[src/rtl/dac_tx_pkg.sv]
// rtl/dac_tx_pkg.sv - shared types and constants for the DAC FIFO/SPI transmitter
package dac_tx_pkg;

    typedef enum logic [1:0] {
        IDLE  = 2'd0,
        SHIFT = 2'd1,
        GAP   = 2'd2
    } tx_state_t;

    localparam logic SCLK_IDLE = 1'b0;
    localparam logic SYNC_IDLE = 1'b1;

    // Fill must represent 0..depth inclusive, hence one bit beyond the pointer width.
    function automatic int fill_width(input int depth);
        return $clog2(depth) + 1;
    endfunction

endpackage

[src/rtl/sync_fifo_fwft.sv]
// rtl/sync_fifo_fwft.sv - first-word-fall-through synchronous FIFO with flush
module sync_fifo_fwft #(
    parameter int DW    = 24,
    parameter int DEPTH = 16
) (
    input  logic                   clk,
    input  logic                   rst,
    input  logic                   clear,
    input  logic                   write,
    input  logic [DW-1:0]          write_data,
    input  logic                   pop,
    output logic                   full,
    output logic [$clog2(DEPTH):0] fill,
    output logic [DW-1:0]          head_data
);

    localparam int AW = $clog2(DEPTH);

    logic [DW-1:0] mem [DEPTH];
    logic [AW-1:0] wr_ptr;
    logic [AW-1:0] rd_ptr;
    logic          push;
    logic          pull;
    logic [AW:0]   fill_nxt;

    // Full is the registered flag, so a same-cycle pop never rescues a write at full.
    assign push      = write & ~full & ~clear;
    assign pull      = pop & (fill != '0) & ~clear;
    assign fill_nxt  = fill + (AW+1)'(push) - (AW+1)'(pull);
    assign head_data = mem[rd_ptr];

    always_ff @(posedge clk or posedge rst) begin
        if (rst) begin
            wr_ptr <= '0;
            rd_ptr <= '0;
            fill   <= '0;
            full   <= 1'b0;
        end else if (clear) begin
            wr_ptr <= '0;
            rd_ptr <= '0;
            fill   <= '0;
            full   <= 1'b0;
        end else begin
            if (push) wr_ptr <= wr_ptr + AW'(1);
            if (pull) rd_ptr <= rd_ptr + AW'(1);
            fill <= fill_nxt;
            full <= (fill_nxt == (AW+1)'(DEPTH));
        end
    end

    always_ff @(posedge clk) begin
        if (push) mem[wr_ptr] <= write_data;
    end

endmodule

[src/rtl/dac_fifo_spi_tx.sv]
// rtl/dac_fifo_spi_tx.sv - sample FIFO feeding a tick-paced MSB-first serial DAC link
module dac_fifo_spi_tx
    import dac_tx_pkg::*;
#(
    parameter int pDAC_DW     = 24,
    parameter int pFIFO_DEPTH = 16,
    parameter int pSCLK_DIV   = 4,
    parameter int pSAMPLE_DIV = 1024
) (
    input  logic                                  iclk,
    input  logic                                  irst,
    input  logic                                  dac_rst,
    input  logic                                  dac_write,
    input  logic [pDAC_DW-1:0]                    dac_write_data,
    output logic                                  dac_full,
    input  logic                                  dac_clear,
    output logic                                  odac_sclk,
    output logic                                  odac_sync_n,
    output logic                                  odac_sdo,
    output logic [fill_width(pFIFO_DEPTH)-1:0]    ofill,
    output logic                                  ounderrun,
    output logic                                  ooverflow
);

    localparam int CW = $clog2(pSAMPLE_DIV);
    localparam int PW = $clog2(2 * pSCLK_DIV);
    localparam int BW = $clog2(pDAC_DW);

    localparam logic [PW-1:0] LAST_PHASE = PW'(2 * pSCLK_DIV - 1);
    localparam logic [PW-1:0] GAP_LAST   = PW'(pSCLK_DIV - 1);
    localparam logic [PW-1:0] HALF       = PW'(pSCLK_DIV);

    logic [CW-1:0]      sample_cnt;
    logic               tick;
    logic [pDAC_DW-1:0] head;
    logic [pDAC_DW-1:0] hold;
    logic               fifo_empty;
    logic               take;
    logic               starve;

    tx_state_t          state, state_nxt;
    logic [PW-1:0]      phase, phase_nxt;
    logic [BW-1:0]      bit_cnt, bit_nxt;
    logic [pDAC_DW-1:0] shreg, shreg_nxt;
    logic               sclk_nxt, sync_nxt, sdo_nxt;

    assign tick       = (sample_cnt == CW'(pSAMPLE_DIV - 1));
    assign fifo_empty = (ofill == '0);
    assign take       = (state == IDLE) && tick && !fifo_empty;
    assign starve     = (state == IDLE) && tick && fifo_empty;

    sync_fifo_fwft #(
        .DW    (pDAC_DW),
        .DEPTH (pFIFO_DEPTH)
    ) u_fifo (
        .clk        (iclk),
        .rst        (irst),
        .clear      (dac_clear | dac_rst),
        .write      (dac_write),
        .write_data (dac_write_data),
        .pop        (take),
        .full       (dac_full),
        .fill       (ofill),
        .head_data  (head)
    );

    always_ff @(posedge iclk or posedge irst) begin
        if (irst) begin
            sample_cnt <= '0;
            hold       <= '0;
            ounderrun  <= 1'b0;
            ooverflow  <= 1'b0;
        end else if (dac_rst) begin
            sample_cnt <= '0;
            hold       <= '0;
            ounderrun  <= 1'b0;
            ooverflow  <= 1'b0;
        end else begin
            sample_cnt <= tick ? '0 : sample_cnt + CW'(1);
            if (take) hold <= head;
            if (dac_clear) begin
                ounderrun <= 1'b0;
                ooverflow <= 1'b0;
            end else begin
                if (starve) ounderrun <= 1'b1;
                if (dac_write && dac_full) ooverflow <= 1'b1;
            end
        end
    end

    // Pins are registered from the next-state values so each output is a plain flop.
    always_ff @(posedge iclk or posedge irst) begin
        if (irst) begin
            state       <= IDLE;
            phase       <= '0;
            bit_cnt     <= '0;
            shreg       <= '0;
            odac_sclk   <= SCLK_IDLE;
            odac_sync_n <= SYNC_IDLE;
            odac_sdo    <= 1'b0;
        end else if (dac_rst) begin
            state       <= IDLE;
            phase       <= '0;
            bit_cnt     <= '0;
            shreg       <= '0;
            odac_sclk   <= SCLK_IDLE;
            odac_sync_n <= SYNC_IDLE;
            odac_sdo    <= 1'b0;
        end else begin
            state       <= state_nxt;
            phase       <= phase_nxt;
            bit_cnt     <= bit_nxt;
            shreg       <= shreg_nxt;
            odac_sclk   <= sclk_nxt;
            odac_sync_n <= sync_nxt;
            odac_sdo    <= sdo_nxt;
        end
    end

    always_comb begin
        state_nxt = state;
        phase_nxt = phase;
        bit_nxt   = bit_cnt;
        shreg_nxt = shreg;
        case (state)
            IDLE: begin
                if (tick) begin
                    state_nxt = SHIFT;
                    phase_nxt = '0;
                    bit_nxt   = BW'(pDAC_DW - 1);
                    shreg_nxt = fifo_empty ? hold : head;
                end
            end
            SHIFT: begin
                if (phase == LAST_PHASE) begin
                    phase_nxt = '0;
                    if (bit_cnt == '0) begin
                        state_nxt = GAP;
                    end else begin
                        bit_nxt   = bit_cnt - BW'(1);
                        shreg_nxt = {shreg[pDAC_DW-2:0], 1'b0};
                    end
                end else begin
                    phase_nxt = phase + PW'(1);
                end
            end
            GAP: begin
                if (phase == GAP_LAST) begin
                    state_nxt = IDLE;
                    phase_nxt = '0;
                end else begin
                    phase_nxt = phase + PW'(1);
                end
            end
            default: state_nxt = IDLE;
        endcase
    end

    always_comb begin
        sclk_nxt = SCLK_IDLE;
        sync_nxt = SYNC_IDLE;
        sdo_nxt  = 1'b0;
        if (state_nxt == SHIFT) begin
            sync_nxt = ~SYNC_IDLE;
            sclk_nxt = (phase_nxt < HALF);
            sdo_nxt  = shreg_nxt[pDAC_DW-1];
        end
    end

endmodule

[config.mk]
export PLATFORM = sky130hd
export DESIGN_NAME = dac_fifo_spi_tx
export DESIGN_NICKNAME = d
export VERILOG_FILES = /design/src/rtl/dac_tx_pkg.sv /design/src/rtl/sync_fifo_fwft.sv /design/src/rtl/dac_fifo_spi_tx.sv
export SDC_FILE = /design/constraint.sdc
export NUM_CORES = 1
export LEC_CHECK = 0
export BUFFER_PORTS_ARGS = -buffer_cell sky130_fd_sc_hd__buf_4
export CAP_MARGIN = 20
export CORE_AREA = 4 4 224 226
export CTS_BUF_LIST = sky130_fd_sc_hd__clkbuf_8
export CTS_CLUSTER_SIZE = 28
export DETAILED_ROUTE_END_ITERATION = 6
export DIE_AREA = 0 0 228 230
export RECOVER_POWER = 100
export SLEW_MARGIN = 30
export SYNTH_ARGS = -nofsm -noshare
export SYNTH_HDL_FRONTEND = slang
export SYNTH_SLANG_ARGS = --single-unit
export TNS_END_PERCENT = 1
[constraint.sdc]
create_clock -name iclk -period 3.7 [get_ports iclk]
set_input_delay 0.555 -clock iclk [delete_from_list [all_inputs] [get_ports iclk]]
set_output_delay 0.555 -clock iclk [all_outputs]
set_load 0.03 [all_outputs]
==> run metrics, run 1 <==
status=completed; Slew headroom=0.0138; Worst-Margin Slew=1.48 ns; most frequent cells after synthesis=384 x edfxtp_1, 112 x mux4_2, 96 x nor2_1, 86 x dfrtp_1, 46 x nand2_1; DR pass1 iterations=5; dpl hpwl=23.6 mm; gr usage total=0.158; Max Cap Viol=0; CTS tree=done; count leader, synth=edfxtp_1; TritonCTS Buffers=79; routed length per instance=22.6 um; crit share post-route=0.886; Register-to-Register Path Depth=6; Final Net Count=1195; Setup Skew=0.0449 ns; number of synthesized register bits=471; ANT nets after route=0; core area=0.0483 mm2; highest-delay cell along the critical path=clkbuf_1; drt drc=0; die height=230 um; Max FO, Critical Path=21; WHS Endpoint=ooverflow; synth top area cells=edfxtp_1 60%, mux4_2 13%, dfrtp_1 11%; grt ovf=0; P per Cell Area=466 mW/mm2; most area-hungry cell type in the Yosys netlist=edfxtp_1; Post-synth EDFFs=384; YS warnings=0; unrepaired setup endpoints after global routing=no; Worst EP required=4.16 ns; routability cong.=0.775; critical path, cell by cell=clkbuf_1, mux4_2, mux4_2, and2_0, a21oi_2, nor2_1; clock sink count=471; Place WS=0.514 ns; die width=228 um; Starting DRT DRC Count=697; vias=9745; worst r2r src=u_fifo.rd_ptr[0]; Leakage=7.11 nW; via-per-instance ratio=5.35; die area=0.0524 mm2; kind of critical path=flip-flop to flip-flop; Peak Freq=305 MHz; Worst Min Path Start=dac_write; Worst VDD drop=0.000262 V; Mapped Nets=1090; top_reg_cell synth=edfxtp_1; Root Buffer Master=clkbuf_8; final instance area=0.0215 mm2; fin. max-slew vios=0; Worst Setup SP=u_fifo.rd_ptr[0]; Mapped Cells=1039; Filler cells=4175; initial antenna violation count=6; CP Launch Type=flip-flop; Avg Cell Area, Syn=18.5 um2; R2R Setup Slk=0.42 ns; Clock Tree Buf Depth=3; Critical Path AT=3.74 ns; dpl cell area=0.0205 mm2; final worst slack=0.421 ns; Tightest Hold Check Type=input port to flip-flop; library cells used by synthesis=56; share of the synthesized area in the top cell type=0.601; Final TNS setup=0 ns; IO Port Bufs=39; Seq/Total Area, Yosys=0.715; worst hold margin=0.218 ns; standard-cell rows=81; clk slew on worst S/H paths=0.06 ns; Routed WL=41.1 mm; H-tree depth=3; crit path capture type=flip-flop; asr flop ratio synth=0.185; cell area after synthesis=0.0192 mm2; clk_lat worst skew=0.64 ns; CP most frequent cell=mux4_2; min Tclk post-route=3.28 ns; ratio of cells with drive above 1 in the final layout=0.249; I/O pins=40; first-pass GRT wire length=64.1 mm; largest net degree at the start of global routing=65; Critical Path Max Stage Delay=0.82 ns; Synth-to-Final Area Change=12.3%; Hold Path Stages=3; setup violators final=0; endpoints failing hold=0; r2r endpoint=hold[21]; vias in the first global route=10300; initial core utilization=0.397
[logic make-up after synthesis]
group / Yosys count / share of synthesized area
buf+inv: 81 / 0.0209
mux: 126 / 0.139
simple gates: 200 / 0.0502
flops: 471 / 0.715
compound gates: 122 / 0.0524
xor+xnor: 17 / 0.00777
fa+ha+maj: 22 / 0.0147
[report_power, final]
part,leakage [nW],internal [mW],total [mW],switching [mW]
clock,0.806,2.09,4.11,2.02
sequential,4.66,5.76,5.76,0.00676
combinational,1.65,0.0327,0.158,0.126
[placed cells by master (no fill, tap or decap), types with 7 or more instances in the layout]
master / count
clkbuf_1: 42
o21ai_0: 13
a21oi_1: 26
clkbuf_2: 15
a21oi_2: 16
ha_1: 21
clkbuf_8: 83
dfrtp_1: 83
buf_4: 14
o22ai_2: 14
mux2i_1: 12
clkinv_2: 7
edfxtp_1: 384
xor2_1: 9
clkinv_1: 14
nor2_4: 8
nor2b_1: 8
mux4_2: 112
xnor2_1: 8
nor2_1: 88
and2_0: 14
inv_1: 47
a221o_1: 17
nand2_1: 46
nand3_1: 8
[worst max-delay path: cells and delay by family, from the launching register on]
family	cells	cell delay, ns
buf+inv	1	0.82
compound gates	1	0.12
mux	2	1.18
flops	1	0.71
simple gates	2	0.28
[state kept, by name, indices dropped and copies added, names as in the netlist]
signal	cells
bit_cnt	5
hold	24
odac_sclk	1
odac_sdo	1
odac_sync_n	1
ooverflow	1
ounderrun	1
phase	3
sample_cnt	10
shreg	24
state	2
u_fifo.fill	5
u_fifo.full	1
u_fifo.mem	384
u_fifo.rd_ptr	4
u_fifo.wr_ptr	4
[how the worst max path moves through the flow]
| stage | cells past startpoint | end | slack, ns |
|---|---|---|---|
| 2_1_floorplan | 5 | u_fifo.mem[1][0] | 0.19 |
| 3_3_place_gp | 14 | u_fifo.full | 0.52 |
| 3_5_place_dp | 14 | u_fifo.full | 0.51 |
| 4_1_cts | 14 | u_fifo.full | 0.50 |
| 5_1_grt | 6 | hold[21] | 0.14 |
| 6_report | 6 | hold[21] | 0.42 |
[per-stage QoR]
| stage | cells | power [mW] | utilization |
|---|---|---|---|
| after floorplan | 1039 | 5.93 | - |
| after global placement | 1684 | 6.04 | 0.424 |
| after detailed placement | 1684 | 6.05 | 0.424 |
| after CTS | 1819 | 10.2 | 0.453 |
| after global routing | 1820 | 10.4 | 0.445 |
| final | 1821 | 10.0 | 0.445 |
[layout make-up]
class / instances / area (um2) / area share
Sequential cell: 471 / 13700 / 0.637
Tap cell: 622 / 778 / 0.0362
Clock buffer: 83 / 1140 / 0.0531
Inverter: 25 / 95.1 / 0.00442
Antenna cell: 2 / 5.00 / 0.000233
Timing Repair Buffer: 80 / 483 / 0.0224
Multi-Input combinational cell: 487 / 5050 / 0.235
Clock inverter: 51 / 254 / 0.0118
[timing repair]
item,in CTS,in global routing
resized for setup,0,0
setup buffers,0,0
hold buffers,1,0
hold endpoints to repair,28,0
[metal layers]
metal,part of all wire,vias up,track usage,wire length [um]
met5,0.00080,-,0,33
met4,0.020,6,0.0411,821
met3,0.046,67,0.0354,1880
met2,0.50,200,0.262,20500
met1,0.43,5141,0.215,17800
li1,-,4331,-,-
(Power assumes the default switching activity.)
==> run 2: changes to the inputs <==
- CORE_AREA: 4 4 224 226 -> 3 3 223 225
- DIE_AREA: 0 0 228 230 -> 0 0 226 228
- REMOVE_ABC_BUFFERS: not set -> 1
==> run 2 against run 1 <==
The flow now finishes with violations (capacitance limit, slew limit). Non-clock buffer count down 3. Register-to-register slack better by 0.12 ns. Core utilization up 0.44 points. Largest power group unchanged. Count of clock-buffer cells in the layout down 2.
==> run metrics, run 2 (synthesized netlist as in run 1, its figures left out) <==
cts-stage hold buffer count=0; Leakage=7.10 nW; family with the most delay on the worst path=buffers and inverters; vias in the first global route=10100; clock sink count=471; Finished Core Util=0.450; clk_lat worst skew=0.62 ns; DR pass1 iterations=6; standard-cell rows=80; dpl hpwl=22.2 mm; routability cong.=0.764; Largest regs=u_fifo.mem (384), hold (24), shreg (24); Setup Skew=0.0285 ns; Starting DRT DRC Count=748; core area=0.0477 mm2; critical path, cell by cell=ha_1, and4_1, nand4_1, nor2b_2, clkbuf_1, o21ai_0, a211oi_1; grt ovf=0; gr usage total=0.165; Worst VDD drop=0.000204 V; I/O pins=40; vias=9677; Peak Freq=316 MHz; CTS tree=done; Routed WL=41.8 mm; failing checks=capacitance limit, slew limit; min Tclk post-route=3.16 ns; Critical Path Max Stage Delay=1.01 ns; CP Buf/Inv Count=1; initial antenna violation count=1; ANT nets after route=0; highest-delay cell along the critical path=clkbuf_1; setup violators final=0; CP Launch Type=flip-flop; fin. max-slew vios=47; H-tree depth=3; Max FO, Critical Path=30; endpoints failing hold=0; via-per-instance ratio=5.35; Slew headroom=-0.404; ratio of cells with drive above 1 in the final layout=0.247; drt drc=0; die height=228 um; Worst EP required=4.23 ns; Root Buffer Master=clkbuf_8; Max Cap Viol=1; Worst-Margin Slew=2.10 ns; Top reg by flops=u_fifo.mem; kind of critical path=flip-flop to flip-flop; unrepaired setup endpoints after global routing=no; IO Port Bufs=39; TritonCTS Buffers=77; Largest register FFs=384; commonest cells after routing, fill and taps aside=384 x edfxtp_1, 112 x mux4_2, 84 x nor2_1; crit share post-route=0.854; initial core utilization=0.402; Critical Path AT=3.69 ns; die width=226 um; largest net degree at the start of global routing=65; Tightest Hold Check Type=input port to flip-flop; Final Net Count=1190; P per Cell Area=466 mW/mm2; routed length per instance=23.1 um; Synth-to-Final Area Change=12.0%; setup bufs post-CTS=0; clk slew on worst S/H paths=0.06 ns; overall power=10.0 mW; Place WS=0.541 ns; commonest non-fill, non-tap cell in the layout=edfxtp_1; die area=0.0515 mm2; crit path capture type=flip-flop; Resized Gates After CTS=0; Clock Tree Buf Depth=3; status=finished with violations; final worst slack=0.539 ns; first-pass GRT wire length=63.4 mm
==> run 2: path summary, 6_finish.rpt <==
path	start	slack, ns	cells past startpoint	end
worst max-delay path	sample_cnt[0]	0.54	7	shreg[0]
worst min-delay path	dac_write	0.21	3	ooverflow
worst max register to register	sample_cnt[0]	0.54	7	shreg[0]
worst min register to register	ooverflow	0.51	2	ooverflow
max in group asynchronous	irst	1.36	3	u_fifo.fill[1]
min in group asynchronous	irst	0.51	2	ooverflow
==> run 2: final cells by class <==
class	instances	area, um2
fill	4114	26300
sequential	471	13700
multi-input combinational	487	5050
clock buffer	81	1110
tap	615	769
timing repair buffer	77	450
clock inverter	53	270
inverter	25	95.1
antenna	1	2.50
==> run 2: report_power, final <==
group	internal [mW]	switching [mW]
clock	2.10	1.99
combinational	0.0326	0.121
sequential	5.76	0.00673
total	7.89	2.12
==> run 2: layer usage <==
| layer | vias up | track usage | wire length [um] |
|---|---|---|---|
| met5 | - | 0 | 0 |
| met4 | 0 | 0.0510 | 881 |
| met3 | 62 | 0.0339 | 1800 |
| met2 | 214 | 0.264 | 21000 |
| met1 | 5091 | 0.229 | 18200 |
| li1 | 4310 | - | - |
==> run 2: stage by stage <==
stage	hold slack [ns]	std cells	setup TNS [ns]	instance area, um2
floorplan	0.473	983	-85.88	18900
global placement	0.485	1675	0	20600
detailed placement	0.503	1675	0	20600
CTS	0.0819	1809	0	22000
global route	0.174	1810	0	21500
finish	0.214	1810	0	21500
==> run 2: worst reg2reg max path: stages, from the launching register on <==
cell and delay, ns:
dfrtp_1 0.40, ha_1 0.29, and4_1 0.21, nand4_1 0.14
nor2b_2 0.14, clkbuf_1 1.01, o21ai_0 0.56, a211oi_1 0.34
==> run 3: changes to the inputs <==
- clock period: 3.7 -> 3.6 ns (I/O delays scaled with it)
==> run 3 against run 2 <==
The run still ends with capacitance limit, slew limit left. Core utilization rose by 0.54 points. Routed wire length rose by 2.0%. First-iteration DRC count rose by 13%. Non-clock buffer count rose by 8. Sequential cell count did not move. Sequential power rose by 3%. Total power rose by 8.1%.
==> run metrics, run 3 (synthesized netlist as in run 1, its figures left out) <==
grt ovf=0; CP Buf/Inv Count=1; TritonCTS Buffers=81; Peak Freq=316 MHz; Place WS=0.467 ns; routability cong.=0.773; Tightest Hold Check Type=input port to flip-flop; crit path capture type=flip-flop; dpl cell area=0.0205 mm2; critical path, cell by cell=buf_12, mux4_2, mux4_2, and2_0, a21oi_1, nor2_1; Ant. Diodes=0; highest-delay cell along the critical path=dfrtp_1; Setup Skew=0.0482 ns; clk_lat worst skew=0.66 ns; Worst-Margin Slew=1.78 ns; final worst slack=0.434 ns; largest net degree at the start of global routing=65; Resized Gates After CTS=0; setup bufs post-CTS=0; gr usage total=0.170; routed length per instance=23.3 um; Max FO, Critical Path=36; failing checks=capacitance limit, slew limit; commonest non-fill, non-tap cell in the layout=edfxtp_1; standard-cell rows=80; clock sink count=471; kind of critical path=flip-flop to flip-flop; H-tree depth=3; endpoints failing hold=0; die width=226 um; family with the most delay on the worst path=flip-flops; Synth-to-Final Area Change=13.3%; Clock Tree Buf Depth=3; status=finished with violations; Largest register FFs=384; commonest cells after routing, fill and taps aside=384 x edfxtp_1, 112 x mux4_2, 85 x clkbuf_8; ratio of cells with drive above 1 in the final layout=0.252; Starting DRT DRC Count=842; initial antenna violation count=3; P per Cell Area=498 mW/mm2; vias=9843; Critical Path AT=3.65 ns; min Tclk post-route=3.17 ns; setup violators final=0; die height=228 um; CP Launch Type=flip-flop; CTS tree=done; die area=0.0515 mm2; Final Net Count=1202; vias in the first global route=10200; IO Port Bufs=39; Slew headroom=-0.196; first-pass GRT wire length=64.9 mm; Worst EP required=4.08 ns; clk slew on worst S/H paths=0.06 ns; dpl hpwl=23.6 mm; final instance area=0.0217 mm2; Max Cap Viol=1; I/O pins=40; core area=0.0477 mm2; initial core utilization=0.402; Top reg by flops=u_fifo.mem; Root Buffer Master=clkbuf_8; Leakage=7.18 nW; DR pass1 iterations=4; drt drc=0; unrepaired setup endpoints after global routing=no; crit share post-route=0.879; cts-stage hold buffer count=0; CP most frequent cell=mux4_2; ANT nets after route=0; Largest regs=u_fifo.mem (384), hold (24), shreg (24); Critical Path Max Stage Delay=1.12 ns; fin. max-slew vios=41; Routed WL=42.7 mm; Worst VDD drop=0.000276 V; via-per-instance ratio=5.38
==> run 3: cell count changes in the layout (fill, tap and decap cells not counted), sizes merged <==
cell,change
bufinv,+4
clkbuf,+12
clkinv,+13
diode,-1
inv,-7
==> run 3: final timing paths <==
path                                        from  cells past startpoint                to  slack, ns
worst max-delay path            u_fifo.rd_ptr[0]                      6          hold[17]       0.43
worst min-delay path                   dac_write                      3         ooverflow       0.17
worst max register to register  u_fifo.rd_ptr[0]                      6          hold[17]       0.43
worst min register to register         ooverflow                      2         ooverflow       0.49
max in group asynchronous                   irst                      3  u_fifo.rd_ptr[2]       1.20
min in group asynchronous                   irst                      2  u_fifo.wr_ptr[3]       0.37
==> run 3: cell type report <==
type	instances	area, um2
repair buffers	85	475
clock inverters	63	425
inverters	25	95.1
multi-input cells	487	5080
clock buffers	85	1170
flip-flops and latches	471	13700
well taps	615	769
fillers	4085	26000
==> run 3: metrics by stage <==
step	TNS, ns	utilization	hold WS [ns]	total power [mW]	std cells
6_report	0	0.455	0.173	10.8	1831
5_1_grt	0	0.455	0.154	11.3	1831
4_1_cts	0	0.463	0.00677	11.0	1831
3_5_place_dp	0	0.430	0.489	6.21	1683
3_3_place_gp	0	0.430	0.488	6.20	1683
2_1_floorplan	-91.28	-	0.473	6.09	983
==> run 3: report_power, final <==
group | internal, mW | total (mW) | switching (mW)
Combinational | 0.0335 | 0.159 | 0.126
Sequential | 5.92 | 5.92 | 0.00717
Clock | 2.57 | 4.74 | 2.17
Total | 8.52 | 10.8 | 2.30
==> run 3: layer usage <==
layer | GRT usage | vias up | part of all wire
met3 | 0.0368 | 75 | 0.049
met2 | 0.271 | 234 | 0.49
li1 | - | 4362 | -
met5 | 0 | - | 0.00059
met4 | 0.0510 | 6 | 0.023
met1 | 0.236 | 5166 | 0.43
==> run 3: worst min-delay path, stage by stage <==
cell	delay, ns
buf_4	0.09
a21oi_1	0.05
nor2_1	0.07
